--- config.mk ---
export PLATFORM = sky130hd
export DESIGN_NAME = baud_gen_prog
export DESIGN_NICKNAME = d
export VERILOG_FILES = /design/src/rtl/baud_gen_prog.sv
export SDC_FILE = /design/constraint.sdc
export NUM_CORES = 1
export LEC_CHECK = 0
export BUFFER_PORTS_ARGS = -buffer_cell sky130_fd_sc_hd__buf_2
export CAP_MARGIN = 5
export CELL_PAD_IN_SITES_DETAIL_PLACEMENT = 1
export CELL_PAD_IN_SITES_GLOBAL_PLACEMENT = 1
export CORE_ASPECT_RATIO = 0.8
export CORE_MARGIN = 8
export CORE_UTILIZATION = 33
export CTS_BUF_LIST = sky130_fd_sc_hd__clkbuf_4
export CTS_CLUSTER_SIZE = 10
export DETAILED_ROUTE_END_ITERATION = 7
export MAX_ROUTING_LAYER = met4
export PLACE_DENSITY_LB_ADDON = 0.1
export SKIP_CTS_REPAIR_TIMING = 1
export SLEW_MARGIN = 30
export SYNTH_ARGS = -nofsm -noshare
export SYNTH_HDL_FRONTEND = slang
export SYNTH_SLANG_ARGS = --single-unit
export TNS_END_PERCENT = 100
--- constraint.sdc ---
create_clock -name clock_in -period 6.7 [get_ports clock_in]
set_input_delay 1.34 -clock clock_in [delete_from_list [all_inputs] [get_ports clock_in]]
set_output_delay 1.34 -clock clock_in [all_outputs]
set_load 0.02 [all_outputs]
--- src/rtl/baud_gen_prog.sv ---
// Programmable UART baud generator: prescaler -> oversample counter, producing
// os_tick, baud_tick and a 50% baud_clk, with boundary-aligned divisor updates.
module baud_gen_prog #(
  parameter int DIV_W       = 16,
  parameter int OVERSAMPLE  = 16,
  parameter int DEFAULT_DIV = 27
) (
  input  logic             clock_in,
  input  logic             rst_n,
  input  logic             en,
  input  logic             sync_restart,
  input  logic             div_load,
  input  logic [DIV_W-1:0] div_value,
  output logic             os_tick,
  output logic             baud_tick,
  output logic             baud_clk,
  output logic             div_pending
);

  localparam int OS_W = $clog2(OVERSAMPLE);
  localparam logic [OS_W-1:0]  OS_LAST  = OS_W'(OVERSAMPLE - 1);
  localparam logic [OS_W-1:0]  OS_HALF  = OS_W'(OVERSAMPLE / 2);
  localparam logic [DIV_W-1:0] DIV_ONE  = DIV_W'(1);
  localparam logic [DIV_W-1:0] DIV_DEF  = DIV_W'(DEFAULT_DIV);

  logic [DIV_W-1:0] pre_cnt_q, pre_cnt_d;
  logic [OS_W-1:0]  os_cnt_q, os_cnt_d;
  logic [DIV_W-1:0] div_reg_q, div_reg_d;
  logic [DIV_W-1:0] pend_div_q, pend_div_d;
  logic             div_pending_q, div_pending_d;
  logic             os_tick_q, os_tick_d;
  logic             baud_tick_q, baud_tick_d;
  logic             baud_clk_q, baud_clk_d;

  logic pre_wrap;
  logic baud_wrap;
  logic apply_pend;

  assign pre_wrap  = en && (pre_cnt_q == (div_reg_q - DIV_ONE));
  assign baud_wrap = pre_wrap && (os_cnt_q == OS_LAST);
  // A load on the same edge wins: the older pending value is dropped unapplied.
  assign apply_pend = div_pending_q && !div_load && (sync_restart || !en || baud_wrap);

  always_comb begin
    pre_cnt_d     = pre_cnt_q;
    os_cnt_d      = os_cnt_q;
    div_reg_d     = div_reg_q;
    pend_div_d    = pend_div_q;
    div_pending_d = div_pending_q;
    os_tick_d     = 1'b0;
    baud_tick_d   = 1'b0;

    if (sync_restart) begin
      pre_cnt_d = '0;
      os_cnt_d  = '0;
    end else if (en) begin
      if (pre_wrap) begin
        pre_cnt_d = '0;
        os_tick_d = 1'b1;
        if (baud_wrap) begin
          os_cnt_d    = '0;
          baud_tick_d = 1'b1;
        end else begin
          os_cnt_d = os_cnt_q + OS_W'(1);
        end
      end else begin
        pre_cnt_d = pre_cnt_q + DIV_ONE;
      end
    end

    if (apply_pend) begin
      div_reg_d = pend_div_q;
      pre_cnt_d = '0;
    end

    if (div_load) begin
      pend_div_d    = (div_value == '0) ? DIV_ONE : div_value;
      div_pending_d = 1'b1;
    end else if (apply_pend) begin
      div_pending_d = 1'b0;
    end

    baud_clk_d = (os_cnt_d >= OS_HALF);
  end

  always_ff @(posedge clock_in or negedge rst_n) begin
    if (!rst_n) begin
      pre_cnt_q     <= '0;
      os_cnt_q      <= '0;
      div_reg_q     <= DIV_DEF;
      pend_div_q    <= '0;
      div_pending_q <= 1'b0;
      os_tick_q     <= 1'b0;
      baud_tick_q   <= 1'b0;
      baud_clk_q    <= 1'b0;
    end else begin
      pre_cnt_q     <= pre_cnt_d;
      os_cnt_q      <= os_cnt_d;
      div_reg_q     <= div_reg_d;
      pend_div_q    <= pend_div_d;
      div_pending_q <= div_pending_d;
      os_tick_q     <= os_tick_d;
      baud_tick_q   <= baud_tick_d;
      baud_clk_q    <= baud_clk_d;
    end
  end

  assign os_tick     = os_tick_q;
  assign baud_tick   = baud_tick_q;
  assign baud_clk    = baud_clk_q;
  assign div_pending = div_pending_q;

endmodule

Word-level counts from Yosys, hierarchy flattened
Cells that the tools add are included.
Storage, ports and cells
  flip-flop bits (word level): 56
  input port bits: 21
  output and inout port bits: 4
  logic and storage cells: 43
Operators by class
  $add $sub $neg: 3
  $lt $le $gt $ge: 1
  eq/ne operators: 2
  mux-type cells: 18
  reduce and logical (&&, ||, !) cells: 11
Operators with widths (count)
  $mux 16: 5
  $add 16x1->16 const B: 1
  $eq 16x16->1: 1
  $logic_not 16->1: 1
  $mux 4: 4
  $sub 16x1->16 const B: 1
  $mux 1: 9
  $add 4x1->4 const B: 1
  $eq 4x4->1 const B: 1
  $ge 4x4->1 const B: 1
  $logic_and 1x1->1: 4
  $reduce_bool 3->1: 1
  $logic_not 1->1: 2
  $logic_or 1x1->1: 2
  $reduce_bool 2->1: 1

Longest topological paths before layout
  depth in word-level cells: 9
  depth in mapped cells: 13
  depth with buffers taken out: 9

Worst setup path before layout
OpenSTA, ideal clock, no wires.
  path type: register to register
  from: register div_reg_q[0]
  to: register baud_clk_q, in the netlist baud_clk
  library setup time: 0.099 ns
  arrival: 2.979 ns
  data required time: 6.601 ns
  path slack: 3.621 ns
  stages on the path, launching flop included: 12
  path buffers: 2
  clock period less this slack: 3.079 ns
  cell sequence: dfstp_2 > clkbuf_1 > inv_1 > ha_1 > or3b_1 > buf_6 > nor4_4 > o2111ai_1 > or4b_4 > nor4b_4 > a41oi_1 > a311oi_1
Between the ends
  word-level cells in the longest chain between the ends: 9
RTL lines
  start: declaration: line 28  | logic [DIV_W-1:0] div_reg_q, div_reg_d;
  start signal: assignment: line 99  | div_reg_q <= div_reg_d;
  $sub 16x1->16 (*): line 39  | assign pre_wrap = en && (pre_cnt_q == (div_reg_q - DIV_ONE));
  $eq 16x16->1 (*): line 39
  $logic_and 1x1->1 (*): line 39
  $logic_and 1x1->1: line 40  | assign baud_wrap = pre_wrap && (os_cnt_q == OS_LAST);
  $mux 4: line 60  | if (baud_wrap) begin
  $mux 4 (*): line 57  | if (pre_wrap) begin
  $mux 4 (*): line 56  | end else if (en) begin
  $mux 4 (*): line 53  | if (sync_restart) begin
  $ge 4x4->1 (*): line 83  | baud_clk_d = (os_cnt_d >= OS_HALF);
  net baud_clk_d: line 33  | logic baud_clk_q, baud_clk_d;
  end signal: assignment: line 104  | baud_clk_q <= baud_clk_d;
  end: declaration: line 33
Mark *: on every way through the listed nets, which the timed path passes. The rest lies on a longest branch.
A chain may end at the register's enable or synchronous reset.

Worst setup path after layout
  from: register div_reg_q[0]
  to: register div_reg_q[8]
Between the ends
  word-level cells in the longest chain between the ends: 6
RTL lines
  $sub 16x1->16: line 39
  $eq 16x16->1: line 39
  $logic_and 1x1->1: line 39
  $logic_and 1x1->1: line 40
  $logic_or 1x1->1: line 42  | assign apply_pend = div_pending_q && !div_load && (sync_restart || !en || baud_wrap);
  $logic_and 1x1->1: line 42
No other way between the ends.

==> flow_summary_export.csv <==
group,metric,value,unit
power,p_int,0.4878,mW
job,max_cap_viol_count,0,
power,p_comb_share,19.3,%
route,routed_wl,10.22,mm
route,drcViolationCount,0,
timing,fin_crit_sh,53.94,%
worst_setup_path,crit_type,"flip-flop to flip-flop",
yosys,yosys.area_share.simple,21.52,%
power,seqPwrFrac,57.4,%
yosys,yosys_most_used_dff,"dfrtp_1",
timing,final_hold_viol_count,0,
clocking,htree_levels,2,
power,cellLeakagePower,1.408,nW
clocking,cts.sink_count,56,
worst_setup_path,required,7.01,ns
final_layout,drive_above_1_share,19.79,%
yosys,synthTopCellsByCount,"52 x dfrtp_1, 42 x nand3_1, 23 x clkbuf_1",
final_layout,antenna_cells,0,
worst_setup_path,startpoint_type,"flip-flop",
global_routing,grt_pass1_wl,17.06,mm
route,wl_per_cell,19.89,um
yosys,ys_types,57,
clocking,cts-root-buf,"clkbuf_4",
power,total_power,0.7463,mW
power,clkPwrFrac,23.3,%
route,dr.first_iter.drc_count,177,
placed_design,io_buffers,24,
final_layout,num-nets-final,397,
floorplan,die_y,108.6,um
global_routing,grt_max_degree,57,
worst_setup_path,crit_fanout,34,
worst_setup_path,path_cells,"inv_1 -> ha_1 -> or3b_1 -> o31a_1 -> o211ai_1 -> nor3b_2 -> nand4bb_2 -> buf_4 -> nor2_1 -> a311o_1",
run_status,outcome,"complete, no violations",
yosys,synth_fa_ha_area_share,1.062,%
route,vias,3022,
timing,final-setup-viol-count,0,
route,firstDrtPassIters,5,
yosys,syn-num-nets,395,
worst_setup_path,arrival,3.92,ns
clocking,clock_path_buffers,2,
yosys,synth_compound_area_share,21.13,%
timing,slew_headroom,39.51,%
yosys,postSynthCellCount,371,
timing,fin_ws,3.086,ns
timing,fin_tns_setup,0,ns
timing,fin_crit,3.614,ns
timing,fmax,0.2767,GHz
final_layout,utilization,36.68,%
final_layout,area_growth,7.115,%
placed_design,place_congestion,0.7976,
route,vias_per_cell,5.879,
global_routing,grt_pass1_vias,3070,
global_routing,grt_antenna_before_repair,0,
yosys,synth_xor_area_share,4.956,%
worst_setup_path,worstSetupEndpointType,"flip-flop",
yosys,synthMuxAreaShare,6.195,%
yosys,synth_area_per_cell,9.527,um2
placed_design,pre_cts_slack,3.120,ns
timing,grt_setup_unrepaired,"no",
timing,slew_viol_final,0,
power,switching_power,0.2585,mW
global_routing,gr-usage-all-layers,15.19,%
yosys,synth_area_leaders,"dfrtp_1 37%, nand3_1 5.9%, mux2_2 4.8%",
worst_setup_path,slowest_stage,"or3b_1",
floorplan,core-area,10320,um2
timing,tightest_slew,0.8991,ns
yosys,synth_top_area_cell,"dfrtp_1",
clocking,clock_latency,0.41,ns
clocking,cts_tree,"built",
clocking,numCtsBuffers,5,
min_path,hp-class,"flip-flop to flip-flop",
yosys,yosysWarnings,0,
yosys,synth_most_common_cell,"dfrtp_1",
global_routing,grt-ovfl-total,0,
route,drtAntennaViolNets,0,
floorplan,fp.dieW,131.7,um
worst_setup_path,cp_slowest_stage_delay,0.55,ns
yosys,ys_seq_elements,56,
yosys,synth_top_family_by_area,"simple AND/OR/NAND/NOR gates",
floorplan,dieArea,14300,um2
yosys,synth-seq-area-share,39.79,%
power,irDropWorstVdd,0.00008911,V
yosys,synth_edf_count,0,
floorplan,ioPinCount,25,
floorplan,fp-row-count,33,
timing,fin_skew,0.01807,ns
clocking,cts.reportedPaths.clkPinSlew,0.19,ns
floorplan,start_util,34.24,%
placed_design,dp_hpwl,7.159,mm
power,swShare,34.64,%
yosys,synth_top_cell_area_share,36.81,%
yosys,netlist_area,3535,um2
yosys,async_reset_ff_share,100.0,%
power,power_density,197.1,nW/um2
## placed cells by master, fill, tap and decap left out, drive strengths merged, types with 4 or more instances in the layout
master / instances
a21oi: 16
a22o: 4
a31o: 4
a31oi: 6
a32o: 14
and3: 6
buf: 30
clkbuf: 6
dfrtp: 52
dfstp: 4
inv: 8
mux2: 15
mux2i: 5
nand2: 14
nand2b: 5
nand3: 42
nand4: 6
nor2: 21
nor2b: 4
nor3: 10
nor4: 11
o211ai: 15
o21ai: 10
o311ai: 4
xnor2: 11
xor2: 9
## state kept, by name (all words and copies together), names as in the netlist
register	flops
div_reg_q	16
pend_div_q	16
pre_cnt_q	16
os_cnt_q	4
baud_clk	1
baud_tick	1
div_pending	1
os_tick	1
## routing by layer
layer / GRT usage [%] / up-vias / wire length (um)
met2: 23.20 / 38 / 4569
met4: 3.434 / 0 / 84
met3: 2.224 / 8 / 315
met5: - / - / 0
met1: 20.86 / 1547 / 5252
li1: - / 1429 / -
## metrics by stage
| step | hold slack (ns) | area [um2] | instances |
|---|---|---|---|
| after global routing | 0.6072 | 3786 | 514 |
| after CTS | 0.5848 | 3786 | 514 |
| after detailed placement | 0.5413 | 3724 | 506 |
| after floorplan | 0.5034 | 3535 | 371 |
| final | 0.5756 | 3786 | 514 |
| after global placement | 0.5344 | 3721 | 506 |
## critical path: cells and delay by family (launching register included)
family,cells,cell delay [ns]
adder cells (fa/ha/maj),1,0.26
buffers and inverters,2,0.50
AO/OA/AOI/OAI,3,0.86
flip-flops,1,0.45
AND/OR/NAND/NOR,4,1.44
## final timing paths
check | start | end | slack [ns] | cells past startpoint
worst min register to register | pre_cnt_q[15] | pre_cnt_q[15] | 0.58 | 1
worst min-delay path | pre_cnt_q[15] | pre_cnt_q[15] | 0.58 | 1
max in group asynchronous | rst_n | div_reg_q[8] | 5.14 | 2
worst max register to register | div_reg_q[0] | div_reg_q[8] | 3.09 | 10
worst max-delay path | div_reg_q[0] | div_reg_q[8] | 3.09 | 10
min in group asynchronous | rst_n | pend_div_q[10] | 1.05 | 2
## cells by family (layout without fill, tap and decap cells)
| group | count (synthesis) | count (layout) |
|---|---|---|
| simple gates | 134 | 134 |
| fa+ha+maj | 3 | 3 |
| mux | 20 | 20 |
| flops | 56 | 56 |
| buf+inv | 41 | 44 |
| compound gates | 97 | 97 |
| xor+xnor | 20 | 20 |
## power by group through the flow
stage | logic [mW] | registers, mW | clock network, mW
2_1_floorplan | 0.132 | 0.398 | 0
3_3_place_gp | 0.142 | 0.433 | 0
3_5_place_dp | 0.144 | 0.435 | 0
4_1_cts | 0.145 | 0.429 | 0.185
5_1_grt | 0.161 | 0.436 | 0.195
6_report | 0.144 | 0.429 | 0.174
## layout make-up
class | count | area, um2
inverter | 6 | 22.52
clock buffer | 6 | 45.04
fill | 1218 | 6536
sequential | 56 | 1406
clock inverter | 2 | 17.52
multi-input combinational | 274 | 1954
tap | 140 | 175.2
timing repair buffer | 30 | 165.2
No activity file was read; power rests on OpenSTA's default activity.
